$ cat src/rtl/shift_exec_stage.sv
// Two-stage shift execute stage: S1 holds the decoded op, S2 holds the result.
// Right shifts and rotates reuse a left barrel shifter via bit reversal.

module shift_exec_barrel (
    input  logic [31:0] din,
    input  logic [4:0]  amt,
    output logic [31:0] dout
);
    logic [5:0][31:0] stg;

    assign stg[0] = din;

    genvar k;
    generate
        for (k = 0; k < 5; k++) begin : g_stage
            assign stg[k+1] = amt[k] ? (stg[k] << (2 ** k)) : stg[k];
        end
    endgenerate

    assign dout = stg[5];
endmodule

module shift_exec_stage #(
    parameter int TAG_W = 5
) (
    input  logic             clock,
    input  logic             reset_n,
    input  logic             ctrl_flush,
    input  logic             in_valid,
    output logic             in_ready,
    input  logic [31:0]      data_operandA,
    input  logic [4:0]       ctrl_shiftamt,
    input  logic [1:0]       ctrl_shiftop,
    input  logic [TAG_W-1:0] in_tag,
    output logic             out_valid,
    input  logic             out_ready,
    output logic [31:0]      data_result,
    output logic [TAG_W-1:0] out_tag,
    output logic [15:0]      ops_done
);
    localparam logic [1:0] OP_SLL  = 2'b00;
    localparam logic [1:0] OP_SRL  = 2'b01;
    localparam logic [1:0] OP_SRA  = 2'b10;
    localparam logic [1:0] OP_ROTL = 2'b11;

    typedef struct packed {
        logic [31:0]      opa;
        logic [4:0]       amt;
        logic [1:0]       op;
        logic [TAG_W-1:0] tag;
    } s1_t;

    typedef struct packed {
        logic [31:0]      res;
        logic [TAG_W-1:0] tag;
    } s2_t;

    function automatic logic [31:0] rev32(input logic [31:0] x);
        logic [31:0] r;
        for (int i = 0; i < 32; i++) r[i] = x[31-i];
        return r;
    endfunction

    s1_t         s1_q;
    s2_t         s2_q;
    logic        s1_valid, s2_valid;
    logic        s1_ready, s2_ready;
    logic [31:0] shl_in, shl_out, rot_out, rot_hi, sra_mask, res;
    logic [4:0]  rot_amt;

    assign s2_ready  = !s2_valid || out_ready;
    assign s1_ready  = !s1_valid || s2_ready;
    assign in_ready  = s1_ready;
    assign out_valid = s2_valid;
    assign data_result = s2_q.res;
    assign out_tag     = s2_q.tag;

    // Right shifts run through the left shifter on the reversed operand.
    assign shl_in = (s1_q.op == OP_SRL || s1_q.op == OP_SRA) ? rev32(s1_q.opa) : s1_q.opa;

    shift_exec_barrel u_shl (.din(shl_in), .amt(s1_q.amt), .dout(shl_out));

    // Low half of a rotate is opa >> (32-amt); amt=0 degenerates to opa, harmless under OR.
    assign rot_amt = 5'd0 - s1_q.amt;
    shift_exec_barrel u_rot (.din(rev32(s1_q.opa)), .amt(rot_amt), .dout(rot_out));
    assign rot_hi   = rev32(rot_out);
    assign sra_mask = ~(32'hFFFF_FFFF >> s1_q.amt);

    always_comb begin
        res = shl_out;
        case (s1_q.op)
            OP_SLL:  res = shl_out;
            OP_SRL:  res = rev32(shl_out);
            OP_SRA:  res = rev32(shl_out) | (s1_q.opa[31] ? sra_mask : 32'd0);
            OP_ROTL: res = shl_out | rot_hi;
            default: res = shl_out;
        endcase
    end

    always_ff @(posedge clock or negedge reset_n) begin
        if (!reset_n) begin
            s1_valid <= 1'b0;
            s2_valid <= 1'b0;
            s1_q     <= '0;
            s2_q     <= '0;
            ops_done <= 16'd0;
        end else begin
            if (out_valid && out_ready) ops_done <= ops_done + 16'd1;

            if (ctrl_flush) begin
                s1_valid <= 1'b0;
                s2_valid <= 1'b0;
            end else begin
                if (s1_ready) s1_valid <= in_valid;
                if (s2_ready) s2_valid <= s1_valid;
            end

            if (in_valid && s1_ready && !ctrl_flush)
                s1_q <= '{opa: data_operandA, amt: ctrl_shiftamt, op: ctrl_shiftop, tag: in_tag};
            if (s1_valid && s2_ready)
                s2_q <= '{res: res, tag: s1_q.tag};
        end
    end
endmodule

$ cat config.mk
export PLATFORM = sky130hd
export DESIGN_NAME = shift_exec_stage
export DESIGN_NICKNAME = d
export VERILOG_FILES = /design/src/rtl/shift_exec_stage.sv
export SDC_FILE = /design/constraint.sdc
export NUM_CORES = 1
export LEC_CHECK = 0
export CAP_MARGIN = 10
export CELL_PAD_IN_SITES_DETAIL_PLACEMENT = 0
export CELL_PAD_IN_SITES_GLOBAL_PLACEMENT = 2
export CORE_UTILIZATION = 40
export DETAILED_ROUTE_END_ITERATION = 10
export PLACE_DENSITY_LB_ADDON = 0.1
export RECOVER_POWER = 100
export SYNTH_ARGS = -nofsm -noshare
export SYNTH_HDL_FRONTEND = slang
export SYNTH_SLANG_ARGS = --single-unit
$ cat constraint.sdc
create_clock -name clock -period 11.1 [get_ports clock]
set_input_delay 3.33 -clock clock [delete_from_list [all_inputs] [get_ports clock]]
set_output_delay 3.33 -clock clock [all_outputs]
set_load 0.1 [all_outputs]
==> impl_metrics.csv <==
group,metric,value,unit
clock_tree,h-tree-depth,3,
yosys,ys_warn_count,0,
floorplanning,initial_utilization,0.414,
yosys,synth-main-ff-cell,"dfrtp_1",
worst_setup_path,worst_path_most_repeated_cell,"dlygate4sd3_1",
yosys,yosysTopAreaCellShare,0.261,
timing,tns,0,ns
power_and_ir_drop,internal_power,1190,uW
worst_setup_path,cp.required,7.77,ns
clock_tree,clock_sinks,99,
worst_setup_path,crit_chain,"dlygate4sd3_1, nor2b_1, nand2_1, dlygate4sd3_1",
hold_path,hold_depth,2,
worst_setup_path,cp_top_family,"buffers and inverters",
route,routedWlPerCell,26.1,microns
worst_setup_path,worst_r2r_endpoint,"data_result[7]$_DFFE_PN0P_",
floorplanning,ios,104,
worst_setup_path,worstPathArrival,5.37,ns
timing,max_freq,115,MHz
timing,finalHoldViolations,0,
route,drt_iter0_drc,937,
global_routing,grt_pass1_vias,8303,
hold_path,hold-path-endpoint,"out_tag[3]$_DFFE_PN0P_",
timing,period_minus_slack,8.70,ns
timing,setup_viol,0,
worst_setup_path,crit_path_top_delay_cell,"dlygate4sd3_1",
yosys,synth_area,9480,sq um
timing,final.period_utilization,0.784,
yosys,synth_area_per_cell,9.59,sq um
yosys,synth_cells,989,
timing,slew_violations,230,
power_and_ir_drop,p_sw,1450,uW
route,totalWireLength,34800,microns
timing,holdWs,0.466,ns
yosys,synth_area_leader_cell,"dfrtp_1",
power_and_ir_drop,pwr-share-comb,0.659,
power_and_ir_drop,ir_worst_vdd,0.000147,V
clock_tree,postCtsSetupRepairBufs,0,
clock_tree,clk_pin_slew,0.08,ns
global_routing,grt_pass1_wl,53200,microns
placement,dp_hpwl,24700,microns
clock_tree,cts_hold_buf,0,
route,ant_nets,0,
yosys,ys_types,67,
clock_tree,clock_path_buffers,2,
run_status,violations,"max-capacitance violations, max-slew violations",
global_routing,overflow,0,
power_and_ir_drop,swShare,0.549,
clock_tree,clk_latency,0.37,ns
hold_path,hold_class,"flop to flop",
power_and_ir_drop,pwr-share-clk,0.127,
clock_tree,tritoncts,"yes",
yosys,syn-num-nets,1047,
hold_path,hold_path.startpoint,"s1_q[3]$_DFFE_PN0P_",
yosys,ys_top_cells_by_count,"nand2_1, dfrtp_1, nor2_1, mux4_2, mux2_2",
yosys,synth_edf_count,0,
layout,num_antenna_cells,0,
placement,placed_cell_area,10600,sq um
layout,fillers,2192,
floorplanning,design.die.area,24300,sq um
layout,multiInputGateArea,6480,sq um
yosys,ys_ff_latch,99,
floorplanning,die_h,156,microns
yosys,synth.most_common_cell,"nand2_1",
run,max-cap-violations,5,
layout,areaGrowthSynthToFinish,14.5,%
timing,tightest_slew,3.06,ns
global_routing,grt_max_degree,65,
clock_tree,root_buffer,"clkbuf_16",
power_and_ir_drop,power_density,243,nW/um^2
worst_setup_path,path_class,"input port to primary output",
yosys,synth_area_leaders,"dfrtp_1, mux4_2, mux2_2",
layout,seq_area,2480,sq um
route,detail_route.vias_per_cell,6.46,
timing,max_slew_margin,-1.04,
layout,final_cell_area,10900,sq um
placement,port_buffers,103,
clock_tree,numCtsBuffers,9,
yosys,synth-async-reset-ratio,1.00,
placement,place_congestion,0.905,
worst_setup_path,cp_num_buf_inv,2,
worst_setup_path,r2r_start,"s1_q[9]$_DFFE_PN0P_",
layout,nets,1070,
route,via_count,8593,
timing,setup_ws,2.40,ns
worst_setup_path,reg2reg_slack,6.54,ns
worst_setup_path,critPathLaunchType,"input port",
run_status,status,"complete, but fails checks",
worst_setup_path,reg2reg_depth,9,
worst_setup_path,cp_slowest_stage_delay,0.95,ns
power_and_ir_drop,seqPwrFrac,0.215,
clock_tree,cts_resized,0,
global_routing,grt_usage,0.294,
global_routing,antenna_found_initial,0,
floorplanning,placeableCoreArea,22900,sq um
floorplanning,dieWidth,156,microns
layout,layout-drive-gt1-share,0.201,
route,first_pass_iters,5,
timing,finClkSkew,0.0201,ns
worst_setup_path,path_max_fanout,5,
layout,fin_util,0.474,
floorplanning,num_rows,55,
timing,rsz0062_at_grt,"no",
yosys,yosysSeqAreaShare,0.261,
worst_setup_path,end_kind,"primary output",
placement,place_ws,2.50,ns
route,drc,0,
power_and_ir_drop,power.leakage,0.00431,uW
tightest hold or removal path, cell delays in order, from the launching register on:
cell	delay [ns]
dfrtp_1	0.34
nand2_1	0.05
nand2_1	0.05
layer usage:
metal	vias up	track usage	routed length (microns)
met5	-	0	0
met4	0	0.140	1610
met3	71	0.0486	2780
met2	448	0.447	15600
met1	4256	0.408	14800
li1	3818	-	-
stage by stage:
step           cells  total power (uW)
3_3_place_gp    1314              2310
6_report        1330              2640
4_1_cts         1330              2650
3_5_place_dp    1314              2320
2_1_floorplan    989              1830
5_1_grt         1330              2760
worst max path at each step:
stage	from	cells past startpoint	slack [ns]	end
final	out_ready	4	2.40	in_ready
after global routing	reset_n	2	1.79	s1_q[7]$_DFFE_PN0P_
after CTS	out_ready	4	2.49	in_ready
after detailed placement	out_ready	4	2.50	in_ready
after global placement	out_ready	4	2.50	in_ready
after floorplan	out_ready	2	3.63	in_ready
cells in the final DEF (no fill, tap or decap), types with 5 or more instances in the layout:
cell / count
a21oi_1: 52
or2_2: 5
nand4_1: 7
clkbuf_16: 9
a221oi_1: 5
clkdlybuf4s50_1: 46
mux2i_1: 68
dfrtp_1: 96
o21ai_0: 53
inv_1: 9
o22ai_1: 26
o31ai_1: 8
ha_1: 7
a22oi_1: 5
a21o_1: 6
dlygate4sd3_1: 56
xnor2_1: 14
nand3_1: 14
nor2_1: 81
mux2_2: 74
mux4_2: 79
nor3_1: 14
a221o_1: 5
o211ai_1: 12
o21a_1: 6
clkbuf_1: 5
o22a_1: 6
buf_4: 14
and2_1: 6
a31oi_1: 10
nand2_1: 108
nand2b_1: 6
and3_1: 11
a211oi_1: 9
o221ai_1: 5
final cells by class:
type / instances / share of cell area
Clock buffer: 9 / 0.0207
Clock inverter: 7 / 0.00738
Inverter: 14 / 0.00484
Multi-Input combinational cell: 767 / 0.597
Sequential cell: 99 / 0.229
Tap cell: 313 / 0.0361
Timing Repair Buffer: 121 / 0.105
registers in the layout, summed over array words and instances, names as in the netlist:
name / cells
s1_valid: 1
data_result: 32
out_tag: 5
s1_q: 44
ops_done: 16
out_valid: 1
cells by family after synthesis:
group / synth area share
and+or+nand+nor: 0.123
AOI/OAI and AO/OA: 0.172
muxes: 0.355
buffers and inverters: 0.0578
DFF: 0.261
xor gates and xnor gates: 0.0193
adders and majority gates: 0.0119
power by group through the flow:
stage | registers [uW] | clock network [uW] | logic [uW]
after floorplan | 936 | 0 | 897
after global placement | 570 | 0 | 1740
after detailed placement | 573 | 0 | 1740
after CTS | 566 | 342 | 1750
after global routing | 577 | 356 | 1820
final | 567 | 334 | 1740
(Power assumes the default switching activity.)
==> edit 1: new RTL, same settings <==
Reset style: synchronous (`reset_n`), changed in one clocked block.
--- a/src/rtl/shift_exec_stage.sv
+++ b/src/rtl/shift_exec_stage.sv
@@ -97,7 +97,7 @@
         endcase
     end
 
-    always_ff @(posedge clock or negedge reset_n) begin
+    always_ff @(posedge clock) begin
         if (!reset_n) begin
             s1_valid <= 1'b0;
             s2_valid <= 1'b0;
Check against the original RTL: differs if reset_n is asserted again (counterexample within 4 cycles, from zero or initial values and one cycle with reset_n low); with reset_n held inactive, the same outputs for 4 cycles.
==> edit 1 against the unedited design <==
The run still ends with capacitance limit, slew limit left. Non-clock buffer count up 5. Sequential cell count stayed put. Synthesized area fell by 3.8%. Wire length up 0.76%. Global-route usage rose by 0.70 points. Design area down 3.4%. Setup slack gained 0.079 ns. Critical path type unchanged.
Power is not compared: it rests on default switching activity, and its combinational part moved more than twofold at a synthesized area within 25%.
==> edit 1: results (changes against the unedited design) <==
RR Startpoint s1_q[7] (was s1_q[9]); 1st-iter DRT viols 1087 (was 937); failing checks capacitance limit, slew limit (unchanged); largest net degree at the start of global routing 70 (was 65); most used flip-flop cell after synthesis dfxtp_1 (was dfrtp_1); worst hold start s1_q[4] (was s1_q[3]); layout cells sized above 1 0.1465 (was 0.2006); number of fill cells 2219 (was 2192); Max Transition Viols Final 70 (was 230); via count 9157 (was 8593); FF-to-FF setup slack 6.78 ns (was 6.54 ns); final wirelength 35040 um (was 34780 um); Net Count, Synth 1141 (was 1047); dpl hpwl 24970 um (was 24670 um); status finished with violations (unchanged); RePlAce Congestion 0.9717 (was 0.9048); total CTS buffers 9 (unchanged); initial antenna violation count 1 (was 0); Async SR Flop Fraction 0 (was 1.000); Synth top cells by count nand2_1 (176), dfxtp_1 (99), a21oi_1 (92), nor2_1 (74), mux4_2 (70) (was nand2_1 (108), dfrtp_1 (99), nor2_1 (81), mux4_2 (79), mux2_2 (74)); FF-to-FF path depth 12 (was 9); met1 usage 0.4172 (was 0.4081); max-cap viol count 1 (was 5); nets@finish 1167 (was 1070); sequential fraction of the synthesis area 0.2172 (was 0.2612); FF-to-FF End data_result[18] (was data_result[7]); Overall Global Routing Usage 0.3013 (was 0.2943); Synth area leaders dfxtp_1 (22%), mux4_2 (17%), nand2_1 (7.2%), mux2i_1 (5.3%), a21oi_1 (5.0%) (was dfrtp_1 (26%), mux4_2 (19%), mux2_2 (8.8%), mux2i_1 (7.2%), nand2_1 (4.3%)); Setup Skew 0.01966 ns (was 0.02008 ns); Detailed Routing Iterations Pass 1 8 (was 5); vias in the first global route 8631 (was 8303); routing usage on met3 0.04281 (was 0.04861); max_slew headroom -1.125 (was -1.039); crit-path max FO 3 (was 5); WHS Endpoint out_tag[4] (was out_tag[3]); global-route wire length before repair 53790 um (was 53230 um)
-- edit 1: changes by cell type in the layout (fill, tap and decap cells not counted), sizes merged, moves of 9 or more --
cell | before | now
dfrtp | 99 | 0
dfxtp | 0 | 99
a21oi | 52 | 92
or3 | 2 | 11
mux2i | 69 | 48
nand2 | 108 | 176
nand3 | 14 | 30
o22ai | 26 | 8
mux2 | 78 | 38
-- edit 1: critical path, stage by stage --
cell and delay (ns):
dlygate4sd3_1 0.56, nor2b_1 0.08, nand2_1 0.10, dlygate4sd3_1 1.22
-- edit 1: cells by family (layout without fill, tap and decap cells) --
group	Yosys count	in the layout	synth area share
fa+ha+maj	9	9	0.01234
mux	166	166	0.3011
simple gates	366	366	0.1770
buf+inv	128	158	0.06032
xor+xnor	15	15	0.01440
flops	99	99	0.2172
compound gates	300	300	0.2177
-- edit 1: final cells by class --
cell class | instances | area, um2 | share of cell area
repair buffers | 126 | 1192 | 0.1137
multi-input cells | 856 | 6606 | 0.6300
clock inverters | 6 | 61.31 | 0.005847
well taps | 280 | 350.3 | 0.03341
clock buffers | 9 | 225.2 | 0.02148
inverters | 17 | 63.81 | 0.006085
flip-flops and latches | 99 | 1987 | 0.1895
-- edit 1: worst max-delay path by stage --
stage / to / from / cells after the start / slack, ns
finish: in_ready / out_ready / 4 / 2.48
CTS: in_ready / out_ready / 4 / 2.62
global route: in_ready / out_ready / 4 / 2.42
floorplan: in_ready / out_ready / 2 / 3.70
detailed placement: in_ready / out_ready / 4 / 2.62
global placement: in_ready / out_ready / 4 / 2.65
-- edit 1: power groups by stage --
stage | clock, W | sequential [W] | combinational (W)
3_3_place_gp | 0 | 0.000395 | 0.000365
2_1_floorplan | 0 | 0.000413 | 0.000233
3_5_place_dp | 0 | 0.000396 | 0.000363
4_1_cts | 0.000335 | 0.000388 | 0.000364
5_1_grt | 0.000344 | 0.000390 | 0.000389
6_report | 0.000328 | 0.000388 | 0.000369
-- edit 1: layer usage --
metal	up-vias	wire length [um]
li1	4143	-
met1	4412	14740
met2	502	15450
met3	100	2905
met4	0	1943
met5	-	0
-- edit 1: stage by stage --
step | area, um2 | std cells | setup WS (ns) | hold slack, ns | total power [W]
after floorplan | 9126 | 1083 | 3.696 | 0.4322 | 0.0006456
after global placement | 10210 | 1378 | 2.646 | 0.4414 | 0.0007600
after detailed placement | 10210 | 1378 | 2.621 | 0.4494 | 0.0007587
after CTS | 10500 | 1393 | 2.617 | 0.4483 | 0.001087
after global routing | 10490 | 1393 | 2.419 | 0.4827 | 0.001124
final | 10490 | 1393 | 2.482 | 0.4415 | 0.001085
==> edit 2: new RTL, config.mk and constraints unchanged <==
Made on the original files. The parameter `TAG_W` goes from 5 to 10.
--- a/src/rtl/shift_exec_stage.sv
+++ b/src/rtl/shift_exec_stage.sv
@@ -21,7 +21,7 @@
 endmodule
 
 module shift_exec_stage #(
-    parameter int TAG_W = 5
+    parameter int TAG_W = 10
 ) (
     input  logic             clock,
     input  logic             reset_n,
Ports: changed (resized in_tag and out_tag); port bits go from 104 to 114. The function was not compared with the original's and may differ.
==> edit 2 against the unedited design <==
The run still ends with capacitance limit, slew limit left. Register-to-register slack worse by 2.1 ns. Synthesized area up 6.6%. Setup slack better by 0.023 ns. First-iteration DRC count up 11%. Sequential share of layout area up 0.74 points. Combinational power up 6%. Maximum frequency up 0.26%. Clock skew down 0.00063 ns. Global-route usage down 0.77 points. Design area up 6.5%. Sequential cell count up 10. Cell count up 5.0%. Wire length up 5.4%. Power up 5.8%. Largest cell class unchanged. Largest power group unchanged.
==> edit 2: results (changes against the unedited design) <==
status finished with violations (unchanged); failing checks capacitance limit, slew limit (unchanged); Setup Skew 0.01945 ns (was 0.02008 ns); Max Transition Viols Final 321 (was 230); worst vdd ir 178.5 uV (was 147.3 uV); Net Count, Synth 1101 (was 1047); clock insertion delay at the later pin of the skew report between 0.3 and 0.4 ns; Inserted Diodes 0 (unchanged); most used flip-flop cell after synthesis dfrtp_1 (unchanged); dpl hpwl 26060 um (was 24670 um); register with the most flip-flops s1_q (unchanged); FF-to-FF End data_result[22] (was data_result[7]); RePlAce Congestion 0.9705 (was 0.9048); final wirelength 36660 um (was 34780 um); 1st-iter DRT viols 1037 (was 937); Setup crit end in_ready (unchanged); Synth top cells by count nand2_1 (126), dfrtp_1 (109), mux4_2 (85), mux2_2 (81), nor2_1 (74) (was nand2_1 (108), dfrtp_1 (99), nor2_1 (81), mux4_2 (79), mux2_2 (74)); setup bufs post-CTS 0 (unchanged); Detailed Routing Iterations Pass 1 5 (unchanged); Static Leak 4.589 nW (was 4.308 nW); residual DRC count 0 (unchanged); largest net degree at the start of global routing 69 (was 65); Bufs on Longest Clock Path 2 (unchanged); FF-to-FF path depth 9 (unchanged); Worst Hold Class reg2reg (unchanged); Async SR Flop Fraction 1.000 (unchanged); Slew @ Worst Pin 3.186 ns (was 3.059 ns); total CTS buffers 9 (unchanged); crit-path max FO 5 (unchanged); Overall Global Routing Usage 0.2866 (was 0.2943); Port-buffer cells 113 (was 103); FF-to-FF setup slack 4.44 ns (was 6.54 ns); sequential fraction of the synthesis area 0.2698 (was 0.2612); Yosys cell types 71 (was 67); Largest register FFs 49 (was 44); # resized after CTS 0 (unchanged); Critical Path AT 5.34 ns (was 5.37 ns); RR Startpoint s1_q[12] (was s1_q[9]); dpl ws 2.504 ns (was 2.505 ns); layout cells sized above 1 0.2080 (was 0.2006); H-tree depth 3 (unchanged); number of fill cells 2442 (was 2192); vias in the first global route 8586 (was 8303); global-route wire length before repair 55860 um (was 53230 um); Worst-path clk slew 0.08 ns (about the same); clock root cell clkbuf_16 (unchanged); max-cap viol count 7 (was 5); Synth area leaders dfrtp_1 (27%), mux4_2 (19%), mux2_2 (9.0%), mux2i_1 (5.1%), nand2_1 (4.7%) (was dfrtp_1 (26%), mux4_2 (19%), mux2_2 (8.8%), mux2i_1 (7.2%), nand2_1 (4.3%)); vias per cell 6.451 (was 6.461); crit path launch out_ready (unchanged)
[edit 2: cell types whose count changed after synthesis, sizes merged, moves of 8 or more]
cell    before  now
dfrtp       99  109
nand2      108  127
mux4        79   88
nor3        14   23
buf         41   54
a211oi       9   17
mux2i       69   53
o21ai       53   44
[edit 2: area by class of cell]
cell class,instances,area (um2),area share
sequential,109,2730,0.2362
multi-input combinational,795,6770,0.5857
timing repair buffer,138,1297,0.1123
tap,324,405.4,0.03507
clock buffer,9,225.2,0.01948
inverter,14,52.55,0.004546
clock inverter,7,77.57,0.006711
[edit 2: metal layers]
metal	GRT usage	part of all wire	vias up
met5	0	0	-
met4	0.08919	0.025	0
met3	0.04468	0.077	48
met2	0.4455	0.46	455
met1	0.4098	0.44	4503
li1	-	-	4000
[edit 2: how the worst min path moves through the flow]
stage               startpoint         end  slack (ns)  cells past startpoint
floorplan              s1_q[0]  out_tag[0]        0.43                      2
CTS                    s1_q[2]  out_tag[2]        0.47                      2
global placement       s1_q[3]  out_tag[3]        0.44                      2
detailed placement     s1_q[1]  out_tag[1]        0.45                      2
global route           s1_q[6]  out_tag[6]        0.49                      2
finish                 s1_q[2]  out_tag[2]        0.47                      2
[edit 2: kinds of logic (layout without fill, tap and decap cells)]
| group | after synthesis | in the layout | synth area share |
|---|---|---|---|
| buffers and inverters | 134 | 168 | 0.06313 |
| multiplexers | 224 | 224 | 0.3434 |
| flip-flops | 109 | 109 | 0.2698 |
| XOR/XNOR | 20 | 20 | 0.01733 |
| adder cells (fa/ha/maj) | 9 | 9 | 0.01114 |
| AND/OR/NAND/NOR | 294 | 294 | 0.1286 |
| AO/OA/AOI/OAI | 248 | 248 | 0.1666 |
[edit 2: through the flow]
stage               hold WS, ns  cell area [um2]  power, W  std cells
finish                   0.4674            11560  0.002793       1396
global route             0.4921            11560  0.002916       1396
CTS                      0.4692            11580  0.002803       1396
detailed placement       0.4459            11280  0.002457       1380
global placement         0.4427            11280  0.002456       1380
floorplan                0.4331            10110  0.001949       1038
[edit 2: critical path, cell delays in order]
cell and delay [ns]:
dlygate4sd3_1 0.57, nor2b_1 0.37, nand2_1 0.13, dlygate4sd3_1 0.95
[edit 2: power by group]
| part | total, W | internal, W | switching (W) |
|---|---|---|---|
| Combinational | 0.00184 | 0.000628 | 0.00122 |
| Clock | 0.000335 | 0.000161 | 0.000175 |
| Sequential | 0.000615 | 0.000485 | 0.000130 |
| Total | 0.00279 | 0.00127 | 0.00152 |
